$ cat src/rtl/digit_scan_ctrl.sv
// digit_scan_ctrl: time-multiplexed scan controller for a 4-digit display.
// Cycles a 2-bit select code {A,B} through digits 0..3. Each digit is shown
// for PRESCALE cycles. The matching nibble is presented on digit.
// New digit sets arrive over a valid/ready handshake into a shadow buffer.
// The shadow buffer is copied to the active set only at a frame boundary,
// so a frame is never torn.
// Optional feature: define SCAN_BLANK_EN to build a GUARD state. GUARD
// blanks digit_valid for BLANK_CYCLES between every pair of slots.
module digit_scan_ctrl #(
  parameter int PRESCALE     = 1000,
  parameter int BLANK_CYCLES = 4
) (
  input  logic        clk,
  input  logic        rst_n,
  input  logic        enable,
  input  logic        load_valid,
  output logic        load_ready,
  input  logic [15:0] load_data,
  output logic        A,
  output logic        B,
  output logic [3:0]  digit,
  output logic        digit_valid,
  output logic        frame_done
);

  // One counter times both the show slot and the guard gap.
  // It is sized to cover whichever of the two spans is longer.
  localparam int CNT_RANGE = (PRESCALE > BLANK_CYCLES + 1) ? PRESCALE : BLANK_CYCLES + 1;
  localparam int CW        = $clog2(CNT_RANGE);
  localparam logic [CW-1:0] LAST_SHOW = CW'(PRESCALE - 1);
`ifdef SCAN_BLANK_EN
  localparam logic [CW-1:0] LAST_GUARD = CW'(BLANK_CYCLES - 1);
`endif

  typedef enum logic [1:0] {
    S_IDLE  = 2'd0,
    S_SHOW  = 2'd1,
    S_GUARD = 2'd2
  } state_t;

  state_t        state_q, state_d;
  logic [1:0]    index_q, index_d;
  logic [CW-1:0] cnt_q, cnt_d;
  logic [15:0]   shadow_q, shadow_d;
  logic [15:0]   active_q, active_d;
  logic          full_q, full_d;
  logic          a_d, b_d, valid_d, frame_done_d;
  logic [3:0]    digit_d;

  assign load_ready = ~full_q;

  // Next-state logic: load handshake, frame-boundary transfer and scan sequencing.
  always_comb begin
    // NOTE: every signal gets a default before any branch, so no path through
    // this block can leave a value unassigned and infer a latch.
    state_d  = state_q;
    index_d  = index_q;
    cnt_d    = cnt_q;
    shadow_d = shadow_q;
    active_d = active_q;
    full_d   = full_q;

    // Accept a load only while the shadow is empty.
    // A transfer needs full_q set, so an accept and a transfer never happen together.
    if (load_valid && !full_q) begin
      shadow_d = load_data;
      full_d   = 1'b1;
    end

    case (state_q)
      S_IDLE: begin
        index_d = 2'd0;
        cnt_d   = '0;
        if (enable) begin
          state_d = S_SHOW;
          if (full_q) begin
            active_d = shadow_q;
            full_d   = 1'b0;
          end
        end
      end

      S_SHOW: begin
        if (!enable) begin
          state_d = S_IDLE;
          index_d = 2'd0;
          cnt_d   = '0;
        end else if (cnt_q == LAST_SHOW) begin
          if (index_q == 2'd3 && full_q) begin
            active_d = shadow_q;
            full_d   = 1'b0;
          end
          index_d = index_q + 2'd1;
          cnt_d   = '0;
`ifdef SCAN_BLANK_EN
          state_d = S_GUARD;
`else
          state_d = S_SHOW;
`endif
        end else begin
          cnt_d = cnt_q + CW'(1);
        end
      end

`ifdef SCAN_BLANK_EN
      S_GUARD: begin
        if (!enable) begin
          state_d = S_IDLE;
          index_d = 2'd0;
          cnt_d   = '0;
        end else if (cnt_q == LAST_GUARD) begin
          state_d = S_SHOW;
          cnt_d   = '0;
        end else begin
          cnt_d = cnt_q + CW'(1);
        end
      end
`endif

      default: begin
        state_d = S_IDLE;
        index_d = 2'd0;
        cnt_d   = '0;
      end
    endcase
  end

  // Output look-ahead: compute next-cycle outputs so that select, data and strobes are registered together.
  always_comb begin
    a_d          = index_d[1];
    b_d          = index_d[0];
    valid_d      = (state_d == S_SHOW);
    digit_d      = (state_d == S_IDLE) ? 4'd0 : active_d[{index_d, 2'b00} +: 4];
    frame_done_d = (state_d == S_SHOW) && (index_d == 2'd3) && (cnt_d == LAST_SHOW);
  end

  // State and output registers with synchronous active-low reset.
  always_ff @(posedge clk) begin
    // NOTE: sequential state uses non-blocking assignments only. Every register
    // then samples pre-edge values, whatever the statement order.
    if (!rst_n) begin
      state_q     <= S_IDLE;
      index_q     <= 2'd0;
      cnt_q       <= '0;
      // NOTE: the digit buffers are cleared explicitly. Pending shadow data must
      // not survive a reset, and IDLE is expected to present a zero digit.
      shadow_q    <= 16'd0;
      active_q    <= 16'd0;
      full_q      <= 1'b0;
      A           <= 1'b0;
      B           <= 1'b0;
      digit       <= 4'd0;
      digit_valid <= 1'b0;
      frame_done  <= 1'b0;
    end else begin
      state_q     <= state_d;
      index_q     <= index_d;
      cnt_q       <= cnt_d;
      shadow_q    <= shadow_d;
      active_q    <= active_d;
      full_q      <= full_d;
      A           <= a_d;
      B           <= b_d;
      digit       <= digit_d;
      digit_valid <= valid_d;
      frame_done  <= frame_done_d;
    end
  end

endmodule

$ cat config.mk
export PLATFORM = sky130hd
export DESIGN_NAME = digit_scan_ctrl
export DESIGN_NICKNAME = d
export VERILOG_FILES = /design/src/rtl/digit_scan_ctrl.sv
export SDC_FILE = /design/constraint.sdc
export NUM_CORES = 1
export LEC_CHECK = 0
export BUFFER_PORTS_ARGS = -buffer_cell sky130_fd_sc_hd__buf_2
export CAP_MARGIN = 5
export CELL_PAD_IN_SITES_DETAIL_PLACEMENT = 1
export CELL_PAD_IN_SITES_GLOBAL_PLACEMENT = 1
export CORE_MARGIN = 2
export CORE_UTILIZATION = 35
export CTS_CLUSTER_SIZE = 25
export DETAILED_ROUTE_END_ITERATION = 6
export PLACE_DENSITY = 0.7
export SKIP_CTS_REPAIR_TIMING = 1
export SYNTH_ARGS = -nofsm -noshare
export SYNTH_HDL_FRONTEND = slang
export SYNTH_SLANG_ARGS = --single-unit
export TNS_END_PERCENT = 50
$ cat constraint.sdc
create_clock -name clk -period 2.5 [get_ports clk]
set_input_delay 0.5 -clock clk [delete_from_list [all_inputs] [get_ports clk]]
set_output_delay 0.5 -clock clk [all_outputs]
set_load 0.01 [all_outputs]
# Word-level counts from Yosys, hierarchy flattened
# Cells that the tools add are included.
# totals
ff_bits	55
in_bits	20
wordCells	53
# op_classes
add_sub_neg	2
n_eq_ne	6
shifts	1
n_mux	23
bitwise_logic	2
reduce_logical	8
# ops
operator	count
$mux 16	5
$pmux 16 s2	1
$mux 10	3
$eq 10x10->1 const B	2
$shiftx 16x5->4	1
$mux 2	6
$add 10x1->10 const B	1
$mux 1	6
$eq 2x1->1 const B	2
$eq 2x2->1 const B	2
$logic_and 1x1->1	4
$logic_not 2->1	2
$pmux 2 s2	1
$add 2x1->2 const B	1
$not 1->1	2
$pmux 1 s2	1
$reduce_or 2->1	1
$logic_not 1->1	1

# Depth between registers and ports, before layout
# depth
word_depth	7
depth_mapped	7
ltp_nobuf	6

# Worst setup path after synthesis
# OpenSTA, ideal clock, no wires.
# synth_timing
path_kind	register -> register
startpoint	reg cnt_q[0]
endpoint	reg digit[0]
setup_ns	0.134
arrival_time_ns	1.668
t_required_ns	2.366
slack_ns	0.698
path_stages_with_launch	8
path_buffers	1
period_less_slack_ns	1.802
path_cell_list	dfxtp_1 > ha_1 > and3_1 > and3_4 > buf_6 > mux2_2 > o21ai_0 > a41oi_1
# synth_between
elab_chain_len	6
word_cells_on_any_way	13
cone_classes	1 x eq/ne; 1 x shift; 9 x mux; 2 x reduce/logical
# synth_lines
item	line	source
start, declared	43	logic [CW-1:0] cnt_q, cnt_d;
start signal, assigned	158	cnt_q <= cnt_d;
$eq 10x10->1 (*)	88	end else if (cnt_q == LAST_SHOW) begin
branches (longest 5 deep; another with $mux 16)	--	
end signal, assigned	164	digit <= digit_d;
end, declared	21	output logic [3:0] digit,
# Mark *: on every way between the ends.
# A chain may end at the register's enable or synchronous reset.

# Worst setup path in the final report
# layout_timing
startpoint	reg index_q[0]
endpoint	reg digit[2]
# layout_between
elab_chain_len	7
word_cells_on_any_way	11
cone_classes	1 x add/sub; 1 x eq/ne; 1 x shift; 7 x mux; 1 x reduce/logical
# layout_lines
item	line	source
start, declared	42	logic [1:0] index_q, index_d;
start signal, assigned	157	index_q <= index_d;
$eq 2x2->1	89	if (index_q == 2'd3 && full_q) begin
$logic_and 1x1->1	89	
$mux 16	89	
$mux 16	88	
$mux 16	84	if (!enable) begin
$pmux 16 s2	70	case (state_q)
$shiftx 16x5->4 (*)	133	digit_d = (state_d == S_IDLE) ? 4'd0 : active_d[{index_d, 2'b00} +: 4];
# Mark *: on every way between the ends. The rest lies on a longest branch, timed or not.

==> flow_metrics.env <==
export IMPL_status="finished clean"
export IMPL_io_pins=29
export IMPL_gp_congestion=0.7448
export IMPL_p_clk_share_pct=35.2
export IMPL_peakVddDrop_v=0.0002445
export IMPL_start_kind="flop"
export IMPL_syn2layout_area_growth_pct=12.13
export IMPL_cts_buffer_depth=2
export IMPL_track_usage_pct=15.40
export IMPL_yosysUniqueCellTypes=47
export IMPL_worstReg2RegEnd="digit[2]"
export IMPL_yosys_warnings=0
export IMPL_drcViolationCount=0
export IMPL_p_sw_mw=0.3692
export IMPL_timing_rr_start="index_q[0]"
export IMPL_via_per_inst=5.114
export IMPL_setup_violations_final=0
export IMPL_synth_compound_area_share_pct=23.53
export IMPL_ys_seq_area_share_pct=44.54
export IMPL_worstPathArrival_ns=2.52
export IMPL_max_freq_mhz=439.1
export IMPL_design_core_area_sq_um=6681
export IMPL_synth_adder_area_share_pct=1.050
export IMPL_end_kind="flop"
export IMPL_period_minus_slack_ns=2.278
export IMPL_die_w_um=86.50
export IMPL_dpl_hpwl_um=3806
export IMPL_h_tree_depth=2
export IMPL_grt_overflow_total=0
export IMPL_fin_crit_sh_pct=91.10
export IMPL_synth_edf_count=0
export IMPL_crit_fanout=33
export IMPL_grt_max_degree=37
export IMPL_syn_avg_cell_area_sq_um=8.922
export IMPL_synth_top_family_by_area="compound AO/OA/AOI/OAI gates"
export IMPL_grt_pass1_wl_um=9108
export IMPL_rsz0062_at_grt="false"
export IMPL_synth_ff_type="dfxtp_1"
export IMPL_worstHoldPathType="input pin to flop"
export IMPL_route_vias_total=1892
export IMPL_combPwrFrac_pct=5.7
export IMPL_power_leakage_nw=1.058
export IMPL_cp_top_family="compound AO/OA/AOI/OAI gates"
export IMPL_wl_per_cell_um=14.38
export IMPL_synth_simple_area_share_pct=22.32
export IMPL_synth_area_sq_um=2382
export IMPL_crit_required_ns=2.75
export IMPL_critical_path_cell_chain="ha_1 -> and4b_1 -> nand4_4 -> a21boi_0 -> o21ai_0 -> a41oi_1"
export IMPL_crit_type="flop to flop"
export IMPL_firstDrtPassIters=6
export IMPL_finalClockSkew_ns=0.01509
export IMPL_tightest_slew_ns=0.5309
export IMPL_holdPathEnd="shadow_q[10]"
export IMPL_rows=30
export IMPL_worstHoldStart="load_data[10]"
export IMPL_synth_xor_area_share_pct=2.574
export IMPL_dieHeight_um=86.50
export IMPL_numPortBuffers=28
export IMPL_die_area_sq_um=7482
export IMPL_r2r_setup_slack_ns=0.22
export IMPL_layout_common_cells="dfxtp_1 (53), nand2_1 (40), buf_2 (28), a21boi_0 (19), and3_1 (18)"
export IMPL_antenna_found_initial=0
export IMPL_cap_violations=0
export IMPL_r2r_cells=6
export IMPL_cts_clk_slew_worst_paths_ns=0.11
export IMPL_cts_root_buf="clkbuf_8"
export IMPL_async_reset_ff_share_pct=0
export IMPL_internal_power_mw=1.113
export IMPL_ys_ff_latch=53
export IMPL_nets=311
export IMPL_holdPathStages=3
export IMPL_grt_pass1_vias=1883
export IMPL_antenna_cells=0
export IMPL_start_util_pct=35.66
export IMPL_post_route_cells_drive_above_1_share_pct=15.52
export IMPL_pwr_share_seq_pct=59.1
export IMPL_cts_tree="done"
export IMPL_final_max_slew_violation_count=0
export IMPL_cts_made_buffers=5
export IMPL_power_per_cell_area_nw_per_um2=554.9
export IMPL_maxSlewHeadroom_pct=64.52
export IMPL_syn_nets=289
export IMPL_layout_commonest_cell="dfxtp_1"
export IMPL_postRouteAntennaNets=0
export IMPL_path_buf_inv=0
export IMPL_post_route_util_pct=39.98
export IMPL_tns_ns=0
export IMPL_drt_iter0_drc=76
export IMPL_synthMuxAreaShare_pct=1.891
export IMPL_p_sw_share_pct=24.91
export IMPL_hold_viol=0
export IMPL_clock_sinks=53
export IMPL_clkLatencyLatePin_ns=0.32
export IMPL_totalWireLength_um=5320
export IMPL_synthCells=267
export IMPL_slowest_delay_ns=0.56
export IMPL_critPathSlowestCell="dfxtp_1"
[state kept, by name (all words and copies together), names as in the netlist]
| register | flops |
|---|---|
| full_q | 1 |
| index_q | 1 |
| shadow_q | 16 |
| cnt_q | 10 |
| digit | 4 |
| active_q | 16 |
| frame_done | 1 |
| A | 1 |
| state_q | 2 |
| digit_valid | 1 |
[synth_stat cells (3+ instances only)]
cell type | number | share of area, %
xnor2_1 | 6 | 2.2
inv_1 | 6 | 0.95
nand3b_1 | 3 | 0.95
and3_1 | 18 | 4.7
dfxtp_1 | 53 | 45
nor3_1 | 4 | 0.84
o21ai_1 | 5 | 1.1
o21ai_0 | 13 | 2.7
nand3_1 | 4 | 0.84
clkbuf_1 | 12 | 1.9
nor2b_1 | 4 | 1.1
nand2_1 | 40 | 6.3
a21boi_1 | 14 | 4.4
a21boi_0 | 19 | 6.0
nor2_1 | 9 | 1.4
buf_2 | 3 | 0.63
a41oi_1 | 4 | 1.5
o21a_1 | 16 | 5.0
[worst max-delay path by stage]
stage               end  cells past startpoint  slack, ns       start
3_5_place_dp   digit[0]                      6       0.30  index_q[0]
6_report       digit[2]                      6       0.22  index_q[0]
2_1_floorplan  digit[0]                      7       0.70    cnt_q[0]
3_3_place_gp   digit[0]                      6       0.29  index_q[0]
4_1_cts        digit[0]                      6       0.25  index_q[0]
5_1_grt        digit[2]                      6       0.02  index_q[0]
[stage by stage]
stage	power (mW)	hold slack, ns	setup WS [ns]	instance area, sq um	std cells
global placement	0.9802	0.4426	0.2918	2574	362
CTS	1.512	0.3862	0.2525	2671	370
global route	1.562	0.4087	0.02249	2671	370
detailed placement	0.9824	0.4464	0.2962	2574	362
floorplan	0.9467	0.4312	0.6981	2382	267
finish	1.482	0.3953	0.2225	2671	370
[layout make-up]
| class | count | area (sq um) |
|---|---|---|
| clock buffer | 5 | 68.82 |
| fill | 798 | 4010 |
| clock inverter | 3 | 28.78 |
| multi-input combinational | 192 | 1227 |
| tap | 80 | 100.1 |
| sequential | 53 | 1061 |
| timing repair buffer | 31 | 162.7 |
| inverter | 6 | 22.52 |
[worst reg2reg max path: stages, from the launching register on]
cell and delay, ns:
dfxtp_1 0.56, ha_1 0.22, and4b_1 0.26, nand4_4 0.38, a21boi_0 0.44, o21ai_0 0.14
a41oi_1 0.21
[power by group through the flow]
| stage | Combinational (mW) | Clock [mW] | Sequential (mW) |
|---|---|---|---|
| after floorplan | 0.0549 | 0 | 0.892 |
| after global placement | 0.0847 | 0 | 0.895 |
| after detailed placement | 0.0864 | 0 | 0.896 |
| after CTS | 0.0867 | 0.549 | 0.876 |
| after global routing | 0.0977 | 0.584 | 0.880 |
| final | 0.0844 | 0.522 | 0.876 |
[logic make-up after synthesis]
| logic type | Yosys count |
|---|---|
| other | 1 |
| buffers and inverters | 22 |
| AOI/OAI and AO/OA | 79 |
| adders and majority gates | 2 |
| xor gates and xnor gates | 7 |
| DFF | 53 |
| and+or+nand+nor | 99 |
| muxes | 4 |
[per-layer routing]
layer  wire length (um)  vias to the layer above  GRT usage [%]
li1                   -                      978              -
met1               2633                      880          20.70
met2               2425                       27          24.62
met3                175                        7          3.238
met4                 86                        0          5.114
met5                  0                        -              0
No activity file was read; power rests on OpenSTA's default activity.
